$ cat src/rtl/uart_tx_param.sv
// Parametrised UART transmitter: start bit, DATA_BITS data LSB first, optional parity, 1-2 stop bits.
// A one-entry holding register in front of the shifter lets frames run back-to-back.
module uart_tx_param #(
  parameter int CLKS_PER_BIT = 87,
  parameter int DATA_BITS    = 8,
  parameter int PARITY_MODE  = 1,
  parameter int STOP_BITS    = 1
) (
  input  logic                 clk,
  input  logic                 reset,
  input  logic [DATA_BITS-1:0] i_data,
  input  logic                 i_valid,
  output logic                 o_ready,
  output logic                 o_serial,
  output logic                 o_tx_active,
  output logic                 o_tx_done,
  output logic [2:0]           o_dbg_state
);

  localparam int CW = $clog2(2 * CLKS_PER_BIT);
  localparam int BW = $clog2(DATA_BITS);

  localparam logic [CW-1:0] BIT_LAST  = CW'(CLKS_PER_BIT - 1);
  localparam logic [CW-1:0] STOP_LAST = CW'(STOP_BITS * CLKS_PER_BIT - 1);
  localparam logic [BW-1:0] DATA_LAST = BW'(DATA_BITS - 1);

  if (CLKS_PER_BIT < 2) begin : g_bad_cpb
    $error("uart_tx_param: CLKS_PER_BIT must be >= 2");
  end
  if (DATA_BITS < 5 || DATA_BITS > 9) begin : g_bad_data_bits
    $error("uart_tx_param: DATA_BITS must be in 5..9");
  end
  if (PARITY_MODE < 0 || PARITY_MODE > 2) begin : g_bad_parity
    $error("uart_tx_param: PARITY_MODE must be 0, 1 or 2");
  end
  if (STOP_BITS < 1 || STOP_BITS > 2) begin : g_bad_stop
    $error("uart_tx_param: STOP_BITS must be 1 or 2");
  end

  typedef enum logic [2:0] {
    IDLE   = 3'd0,
    START  = 3'd1,
    DATA   = 3'd2,
    PARITY = 3'd3,
    STOP   = 3'd4
  } state_t;

  state_t               state_q, state_d;
  logic [CW-1:0]        cnt_q, cnt_d;
  logic [BW-1:0]        bit_q, bit_d;
  logic [DATA_BITS-1:0] shift_q, shift_d;
  logic                 par_q, par_d;
  logic                 serial_q, serial_d;
  logic [DATA_BITS-1:0] hold_q;
  logic                 hold_full_q;
  logic                 accept;
  logic                 load;
  logic                 done;

  // Handshake: a word transfers on a rising edge where i_valid && o_ready;
  // o_ready is simply "holding register empty", so it never depends on i_valid.
  assign accept = i_valid && !hold_full_q;

  // serial_d is the line level for the state being entered, so the pad stays registered.
  always_comb begin
    state_d  = state_q;
    cnt_d    = cnt_q + 1'b1;
    bit_d    = bit_q;
    shift_d  = shift_q;
    par_d    = par_q;
    serial_d = serial_q;
    load     = 1'b0;
    done     = 1'b0;

    case (state_q)
      IDLE: begin
        cnt_d    = '0;
        serial_d = 1'b1;
        if (hold_full_q) begin
          load     = 1'b1;
          state_d  = START;
          serial_d = 1'b0;
        end
      end
      START: begin
        if (cnt_q == BIT_LAST) begin
          state_d  = DATA;
          cnt_d    = '0;
          bit_d    = '0;
          serial_d = shift_q[0];
        end
      end
      DATA: begin
        if (cnt_q == BIT_LAST) begin
          cnt_d = '0;
          if (bit_q == DATA_LAST) begin
            bit_d = '0;
            if (PARITY_MODE != 0) begin
              state_d  = PARITY;
              serial_d = par_q;
            end else begin
              state_d  = STOP;
              serial_d = 1'b1;
            end
          end else begin
            bit_d    = bit_q + 1'b1;
            shift_d  = shift_q >> 1;
            serial_d = shift_q[1];
          end
        end
      end
      PARITY: begin
        if (cnt_q == BIT_LAST) begin
          state_d  = STOP;
          cnt_d    = '0;
          serial_d = 1'b1;
        end
      end
      STOP: begin
        if (cnt_q == STOP_LAST) begin
          done  = 1'b1;
          cnt_d = '0;
          if (hold_full_q) begin
            load     = 1'b1;
            state_d  = START;
            serial_d = 1'b0;
          end else begin
            state_d  = IDLE;
            serial_d = 1'b1;
          end
        end
      end
      default: begin
        state_d  = IDLE;
        cnt_d    = '0;
        bit_d    = '0;
        serial_d = 1'b1;
      end
    endcase

    // Parity is taken from the word as it enters the shifter, never from live i_data.
    if (load) begin
      shift_d = hold_q;
      par_d   = (PARITY_MODE == 2) ? ~(^hold_q) : (^hold_q);
    end
  end

  always_ff @(posedge clk) begin
    if (reset) begin
      state_q     <= IDLE;
      cnt_q       <= '0;
      bit_q       <= '0;
      shift_q     <= '0;
      par_q       <= 1'b0;
      serial_q    <= 1'b1;
      hold_q      <= '0;
      hold_full_q <= 1'b0;
    end else begin
      state_q  <= state_d;
      cnt_q    <= cnt_d;
      bit_q    <= bit_d;
      shift_q  <= shift_d;
      par_q    <= par_d;
      serial_q <= serial_d;
      // accept needs an empty hold and load needs a full one, so they never coincide.
      if (accept) begin
        hold_q      <= i_data;
        hold_full_q <= 1'b1;
      end else if (load) begin
        hold_full_q <= 1'b0;
      end
    end
  end

  assign o_ready     = !hold_full_q;
  assign o_serial    = serial_q;
  assign o_tx_active = (state_q != IDLE);
  assign o_tx_done   = done;
  assign o_dbg_state = state_q;

endmodule

$ cat config.mk
export PLATFORM = sky130hd
export DESIGN_NAME = uart_tx_param
export DESIGN_NICKNAME = d
export VERILOG_FILES = /design/src/rtl/uart_tx_param.sv
export SDC_FILE = /design/constraint.sdc
export NUM_CORES = 1
export LEC_CHECK = 0
export ABC_AREA = 0
export CAP_MARGIN = 20
export CORE_ASPECT_RATIO = 1.75
export CORE_MARGIN = 3
export CORE_UTILIZATION = 40
export CTS_BUF_LIST = sky130_fd_sc_hd__clkbuf_8
export DETAILED_ROUTE_END_ITERATION = 10
export SKIP_CTS_REPAIR_TIMING = 1
export SLEW_MARGIN = 20
export SYNTH_ARGS = -nofsm -noshare
export SYNTH_HDL_FRONTEND = slang
export SYNTH_SLANG_ARGS = --single-unit
$ cat constraint.sdc
create_clock -name clk -period 3.2 [get_ports clk]
set_input_delay 0.32 -clock clk [delete_from_list [all_inputs] [get_ports clk]]
set_output_delay 0.32 -clock clk [all_outputs]
set_load 0.03 [all_outputs]
==> results.json, run 1 <==
{
  "synth_edf_count": 0,
  "via_per_inst": 5.58,
  "cts_made_buffers": 5,
  "leakage_nw": 0.667,
  "skew_ps": 6.62,
  "setup_violations": 0,
  "die_h_um": 90.2,
  "cp_max_fo": 6,
  "whs_path_depth": 2,
  "insertion_delay_ps": 280,
  "path_buf_inv": 2,
  "syn-instance-count": 177,
  "antennaDiodeCount": 0,
  "clk_pin_slew_ps": 70,
  "critical-path-top-delay-family": "buffers and inverters",
  "gp_congestion": 0.779,
  "synth_area_leaders": "dfxtp_1 (41%), mux2i_1 (5.6%), nor2_1 (5.1%)",
  "ys_dominant_reg_cell": "dfxtp_1",
  "grt_pass1_wl_um": 5690,
  "rsz0062_at_grt": "false",
  "drt_wl_total_um": 3360,
  "pwr_density_cell_nw_per_um2": 476,
  "cp-start-kind": "flip-flop",
  "core_area_um2": 3900,
  "whs_ps": 471,
  "synth_top_area_share_pct": 40.8,
  "r2r_cells": 4,
  "cts_htree_levels": 2,
  "end_kind": "primary output",
  "grt.overflow.total": 0,
  "drt-pass1-iter-count": 4,
  "track_usage_pct": 15.7,
  "route.vias.total": 1339,
  "synth_cell_types": 39,
  "die_w_um": 54.1,
  "worstSetupPathType": "reg2out",
  "cp_cell_sequence": "inv_1 > ha_1 > nand4b_1 > nor2_1 > and3_1 > clkdlybuf4s50_1",
  "synth_seq_area_share_pct": 40.8,
  "status": "complete, no violations",
  "regArea_um2": 661,
  "arrival_ps": 2260,
  "final_nets": 206,
  "hold_path.class": "reg2reg",
  "ios": 18,
  "holdPathEnd": "o_serial$_SDFFE_PP1P_",
  "grt_pass1_vias": 1269,
  "layout-drive-gt1-share_pct": 6.77,
  "slew_violations": 0,
  "required_ps": 2880,
  "cts_buffer_depth": 2,
  "finalHoldViolations": 0,
  "fmax_ghz": 0.387,
  "ys_warn_count": 0,
  "irDropWorstVdd_mv": 0.325,
  "worst_slew_pin_slew_ps": 1070,
  "critPathMaxStageDelay_ps": 670,
  "die-area_um2": 4880,
  "setup_tns_ps": 0,
  "grt_max_degree": 27,
  "fin_crit_ps": 2580,
  "multi_input_area_um2": 873,
  "reg2reg_from": "hold_full_q$_SDFFE_PP0P_",
  "ctsRootBufferMaster": "clkbuf_8",
  "crit_slowest_cell": "clkdlybuf4s50_1",
  "slew_headroom_pct": 28.3,
  "start_util_pct": 41.5,
  "post_drt_wl_per_cell_um": 14.0,
  "drc": 0,
  "period_share_pct": 80.7,
  "dp_hpwl_um": 2450,
  "syn-num-nets": 192,
  "antenna_found_initial": 0,
  "dr.first_iter.drc_count": 46,
  "r2r-end": "par_q$_SDFFE_PP0P_",
  "rrSetupSlack_ps": 1340,
  "postSynthAreaPerCell_um2": 9.15,
  "port_buffers": 17,
  "synth-seq-cells": 33,
  "layout_common_cells": "dfxtp_1 (33), nor2_1 (22), clkdlybuf4s50_1 (17)",
  "min_from": "o_serial$_SDFFE_PP1P_",
  "fillers": 390,
  "syn-cell-area_um2": 1620,
  "layout_commonest_cell": "dfxtp_1",
  "cts_sinks": 33,
  "num_rows": 30,
  "drtAntennaViolNets": 0,
  "max_cap_viol_count": 0,
  "areaGrowthSynthToFinish_pct": 16.4,
  "cts_tree": "built",
  "yosys.area.top_type": "dfxtp_1",
  "async_flop_share_pct": 0
}
[per-stage QoR]
stage | worst slack (ps) | total power [mW] | instances | area, µm² | util (%)
finish | 617 | 0.896 | 240 | 1880 | 48.3
global route | 451 | 0.943 | 240 | 1880 | 48.3
CTS | 633 | 0.907 | 240 | 1880 | 48.3
detailed placement | 952 | 0.564 | 232 | 1780 | 45.7
global placement | 961 | 0.562 | 232 | 1780 | 45.7
floorplan | 1530 | 0.529 | 177 | 1620 | -
[worst reg2reg max path: cells and delay by family (launching register included)]
kind	cells	cell delay, ps
AO/OA/AOI/OAI	2	410
buffers and inverters	1	90
flip-flops	1	440
AND/OR/NAND/NOR	1	820
[worst max-delay path by stage]
stage | to | from | depth (start not counted)
finish | o_tx_done | cnt_q[0]$_SDFF_PP0_ | 6
global route | o_tx_done | cnt_q[0]$_SDFF_PP0_ | 6
CTS | o_tx_done | cnt_q[0]$_SDFF_PP0_ | 6
detailed placement | o_tx_done | cnt_q[0]$_SDFF_PP0_ | 6
global placement | o_tx_done | cnt_q[0]$_SDFF_PP0_ | 6
floorplan | o_tx_done | cnt_q[5]$_SDFF_PP0_ | 4
[metal layers]
| metal | share of wire (%) | global-route usage [%] |
|---|---|---|
| met1 | 43 | 19.0 |
| met2 | 51 | 25.0 |
| met3 | 4.8 | 3.98 |
| met4 | 2.0 | 7.48 |
| met5 | 0 | 0 |
[report_power, final]
part	total, mW	internal [mW]	switching [mW]
registers	0.444	0.427	0.0173
logic	0.110	0.0542	0.0562
clock network	0.342	0.194	0.147
[kinds of logic (layout without fill, tap and decap cells)]
kind of cell / after synthesis / after routing / synth area share (%)
buf+inv: 14 / 29 / 5.25
mux: 9 / 9 / 5.56
fa+ha+maj: 4 / 4 / 3.09
compound gates: 46 / 46 / 19.4
flops: 33 / 33 / 40.8
simple gates: 57 / 57 / 18.3
xor+xnor: 14 / 14 / 7.57
[area by class of cell]
| type | count | area share [%] |
|---|---|---|
| inverters | 3 | 0.598 |
| clock inverters | 1 | 0.266 |
| multi-input cells | 130 | 46.3 |
| clock buffers | 7 | 5.11 |
| well taps | 48 | 3.19 |
| repair buffers | 18 | 9.43 |
| flip-flops and latches | 33 | 35.1 |
[flip-flops by register name (all words and copies together), names as in the netlist]
signal	cells
bit_q	3
cnt_q	8
o_serial	1
hold_q	8
hold_full_q	1
o_dbg_state	3
shift_q	8
par_q	1
[cell usage after synthesis (2+ instances only)]
cell type,n
a21oi_1,15
a211oi_1,2
clkbuf_8,2
xor2_1,6
and3_1,5
mux2i_1,9
nand3_1,11
clkbuf_1,4
dfxtp_1,33
o31ai_1,2
nand2b_1,4
nor3_1,3
o21ai_0,4
nor2_1,22
inv_1,3
or3_1,2
clkbuf_2,2
ha_1,4
nor4b_1,2
o211ai_1,9
a32oi_1,7
xnor2_1,8
buf_2,2
(Power assumes the default switching activity.)
==> run 2: changes to the inputs <==
clock period = 2.4 ns   (was 3.2 ns; I/O delays follow)
==> results.json, run 2 (synthesis results as in run 1) <==
{
  "die_h_um": 90.2,
  "pwr_density_cell_nw_per_um2": 606,
  "gp_congestion": 0.821,
  "place_area_um2": 1830,
  "hold_path.class": "reg2reg",
  "layout-drive-gt1-share_pct": 8.63,
  "cts_htree_levels": 2,
  "track_usage_pct": 16.6,
  "cp-start-kind": "flip-flop",
  "dr.first_iter.drc_count": 25,
  "period_share_pct": 87.2,
  "start_util_pct": 41.5,
  "worst_slew_pin_slew_ps": 522,
  "layout.cell_area.non_filler_um2": 1920,
  "cp_max_fo": 6,
  "drc": 0,
  "reg2reg_from": "bit_q[0]$_SDFFE_PP0P_",
  "end_kind": "primary output",
  "grt_max_degree": 16,
  "skew_ps": 12.4,
  "cts_made_buffers": 5,
  "layout_common_cells": "dfxtp_1 (33), nor2_1 (22), clkdlybuf4s50_1 (16)",
  "grt_pass1_wl_um": 5990,
  "place_inst": 238,
  "whs_ps": 489,
  "arrival_ps": 1850,
  "drt_wl_total_um": 3660,
  "max_cap_viol_count": 0,
  "drtAntennaViolNets": 0,
  "fin_crit_ps": 2090,
  "min_from": "bit_q[1]$_SDFFE_PP0P_",
  "cts_buffer_depth": 2,
  "status": "complete, no violations",
  "worstSetupPathType": "reg2out",
  "insertion_delay_ps": 280,
  "slew_violations": 0,
  "rsz0062_at_grt": "false",
  "cts_sinks": 33,
  "dp_hpwl_um": 2780,
  "port_buffers": 17,
  "ctsRootBufferMaster": "clkbuf_8",
  "clk_pin_slew_ps": 70,
  "route.vias.total": 1373,
  "setup_violations": 0,
  "antennaDiodeCount": 0,
  "top_regs": "cnt_q: 8 flops, hold_q: 8 flops, shift_q: 8 flops",
  "die-area_um2": 4880,
  "ios": 18,
  "num_rows": 30,
  "core_area_um2": 3900,
  "cts_tree": "built",
  "crit_path_start": "cnt_q[5]$_SDFF_PP0_",
  "via_per_inst": 5.60,
  "grt.overflow.total": 0,
  "areaGrowthSynthToFinish_pct": 18.4,
  "fmax_ghz": 0.478,
  "drt-pass1-iter-count": 4,
  "post_drt_wl_per_cell_um": 14.9,
  "irDropWorstVdd_mv": 0.467,
  "antenna_found_initial": 0,
  "setup_tns_ps": 0,
  "finalPower_mw": 1.16,
  "slew_headroom_pct": 65.1,
  "layout_commonest_cell": "dfxtp_1",
  "die_w_um": 54.1,
  "required_ps": 2160,
  "leakage_nw": 0.710,
  "final_nets": 212,
  "finalHoldViolations": 0,
  "grt_pass1_vias": 1323,
  "fin_cells": 245,
  "fillers": 392
}
run 2: path summary, 6_finish.rpt:
check	to	slack, ps	cells past startpoint
worst min-delay path	bit_q[1]$_SDFFE_PP0P_	490	2
worst min register to register	bit_q[1]$_SDFFE_PP0P_	490	2
worst max register to register	shift_q[5]$_SDFFE_PP0P_	540	6
worst max-delay path	o_tx_done	310	4
run 2: area by class of cell:
class | count | area, µm² | share of cell area [%]
clock buffers | 6 | 82.6 | 4.31
clock inverters | 1 | 3.75 | 0.196
inverters | 3 | 11.3 | 0.587
multi-input cells | 130 | 873 | 45.6
flip-flops and latches | 33 | 661 | 34.5
well taps | 48 | 60.1 | 3.13
repair buffers | 24 | 225 | 11.7
run 2: power breakdown:
group | leakage, nW | internal (mW) | switching, mW
Sequential | 0.268 | 0.569 | 0.0197
Combinational | 0.393 | 0.0779 | 0.0818
Clock | 0.0485 | 0.223 | 0.190
run 2: per-stage QoR:
step / util (%) / worst slack [ps]
6_report: 49.1 / 306
3_3_place_gp: 46.8 / 317
4_1_cts: 49.0 / -87.5
5_1_grt: 49.1 / 197
3_5_place_dp: 46.8 / 225
2_1_floorplan: - / 804
run 2: routing by layer:
layer  GRT usage [%]  up-vias  wire (µm)
met4            9.36        0        133
met3            4.48        9        188
met2            26.7       42       1860
met1            18.8      636       1480
li1                -      686          -
met5               0        -          0
run 2: critical path, cell delays in order (launching register included):
cell and delay [ps]:
dfxtp_1 350, or3b_1 480, nor2_1 270, and3_1 190, dlymetal6s2s_1 280
==> run 3: changes to the inputs <==
CAP_MARGIN = 40   (was 20)
clock period = 2.2 ns   (was 2.4 ns; I/O delays follow)
==> results.json, run 3 (synthesis results as in run 1) <==
{
  "status": "complete, no violations",
  "holdPathEnd": "o_serial$_SDFFE_PP1P_",
  "antennaDiodeCount": 0,
  "crit_slowest_cell": "clkdlybuf4s50_1",
  "worstSetupPathType": "reg2out",
  "drtAntennaViolNets": 0,
  "cp-start-kind": "flip-flop",
  "ios": 18,
  "fin_cells": 247,
  "r2r-end": "shift_q[3]$_SDFFE_PP0P_",
  "drc": 0,
  "top_regs": "cnt_q: 8 flops, hold_q: 8 flops, shift_q: 8 flops",
  "track_usage_pct": 17.1,
  "hold_path.class": "reg2reg",
  "max_cap_viol_count": 0,
  "r2r_cells": 6,
  "skew_ps": 4.07,
  "insertion_delay_ps": 280,
  "drt-pass1-iter-count": 4,
  "end_kind": "primary output",
  "crit_path_start": "o_dbg_state[2]$_SDFFE_PP0P_",
  "worst_slew_pin_slew_ps": 481,
  "cts_made_buffers": 5,
  "fmax_ghz": 0.504,
  "dr.first_iter.drc_count": 42,
  "leakage_nw": 0.719,
  "gp_congestion": 0.790,
  "layout_commonest_cell": "dfxtp_1",
  "grt_pass1_wl_um": 6240,
  "antenna_found_initial": 0,
  "route.vias.total": 1405,
  "min_from": "o_serial$_SDFFE_PP1P_",
  "areaGrowthSynthToFinish_pct": 19.3,
  "period_share_pct": 90.2,
  "grt_max_degree": 23,
  "start_util_pct": 41.5,
  "cts_sinks": 33,
  "grt_pass1_vias": 1391,
  "rrSetupSlack_ps": 390,
  "fin_crit_ps": 1980,
  "post_drt_wl_per_cell_um": 15.0,
  "layout-drive-gt1-share_pct": 9.55,
  "die-area_um2": 4880,
  "slew_violations": 0,
  "cts_buffer_depth": 2,
  "via_per_inst": 5.69,
  "cp_cell_sequence": "or3_1 > clkdlybuf4s50_1",
  "place_inst": 240,
  "reg2reg_from": "bit_q[0]$_SDFFE_PP0P_",
  "rsz0062_at_grt": "false",
  "drt_wl_total_um": 3700,
  "critPathMaxStageDelay_ps": 670,
  "num_rows": 30,
  "core_area_um2": 3900,
  "cp_max_fo": 15,
  "setup_violations": 0,
  "arrival_ps": 1760,
  "layout_common_cells": "dfxtp_1 (33), nor2_1 (22), clkdlybuf4s50_1 (16)",
  "die_h_um": 90.2,
  "ctsRootBufferMaster": "clkbuf_8",
  "dp_hpwl_um": 2820,
  "die_w_um": 54.1,
  "port_buffers": 17,
  "clk_pin_slew_ps": 70,
  "grt.overflow.total": 0,
  "finalPower_mw": 1.27,
  "whs_path_depth": 2,
  "required_ps": 1980,
  "cts_tree": "built",
  "irDropWorstVdd_mv": 0.481,
  "cts_htree_levels": 2,
  "slew_headroom_pct": 67.9,
  "finalHoldViolations": 0,
  "final_nets": 214,
  "pwr_density_cell_nw_per_um2": 657
}
run 3: worst max path at each step:
stage | end | slack [ps] | cells past startpoint
after floorplan | par_q$_SDFFE_PP0P_ | 600 | 4
after global placement | o_tx_done | 210 | 4
after detailed placement | o_tx_done | 190 | 4
after CTS | o_tx_done | -120 | 4
after global routing | o_tx_active | 130 | 2
final | o_tx_active | 220 | 2
run 3: layer usage:
metal | global-route usage [%] | vias to the layer above | share of wire [%]
met5 | 0 | - | 0
met2 | 29.9 | 31 | 54
li1 | - | 688 | -
met3 | 3.48 | 6 | 4.0
met1 | 19.0 | 680 | 40
met4 | 6.86 | 0 | 1.8
run 3: per-stage QoR:
| step | TNS (ps) | utilization (%) | setup WS [ps] | instance area [µm²] | hold WS [ps] |
|---|---|---|---|---|---|
| 2_1_floorplan | 0 | - | 604 | 1620 | 368 |
| 3_3_place_gp | 0 | 47.2 | 212 | 1840 | 460 |
| 3_5_place_dp | 0 | 47.2 | 185 | 1840 | 480 |
| 4_1_cts | -119 | 49.4 | -119 | 1930 | 496 |
| 5_1_grt | 0 | 49.5 | 132 | 1930 | 515 |
| 6_report | 0 | 49.5 | 216 | 1930 | 487 |
run 3: cell type report:
cell class | instances | area (µm²)
inverter | 3 | 11.3
fill | 390 | 1970
clock inverter | 1 | 3.75
clock buffer | 6 | 82.6
sequential | 33 | 661
multi-input combinational | 130 | 873
timing repair buffer | 26 | 240
tap | 48 | 60.1
run 3: worst max-delay path: cells and delay by family (launching register included):
family / cells / cell delay (ps)
AND/OR/NAND/NOR: 1 / 200
buffers and inverters: 1 / 670
flip-flops: 1 / 620
run 3: power breakdown:
| part | internal (mW) | total, mW | switching, mW |
|---|---|---|---|
| clock network | 0.243 | 0.451 | 0.207 |
| registers | 0.621 | 0.645 | 0.0238 |
| logic | 0.0870 | 0.174 | 0.0871 |
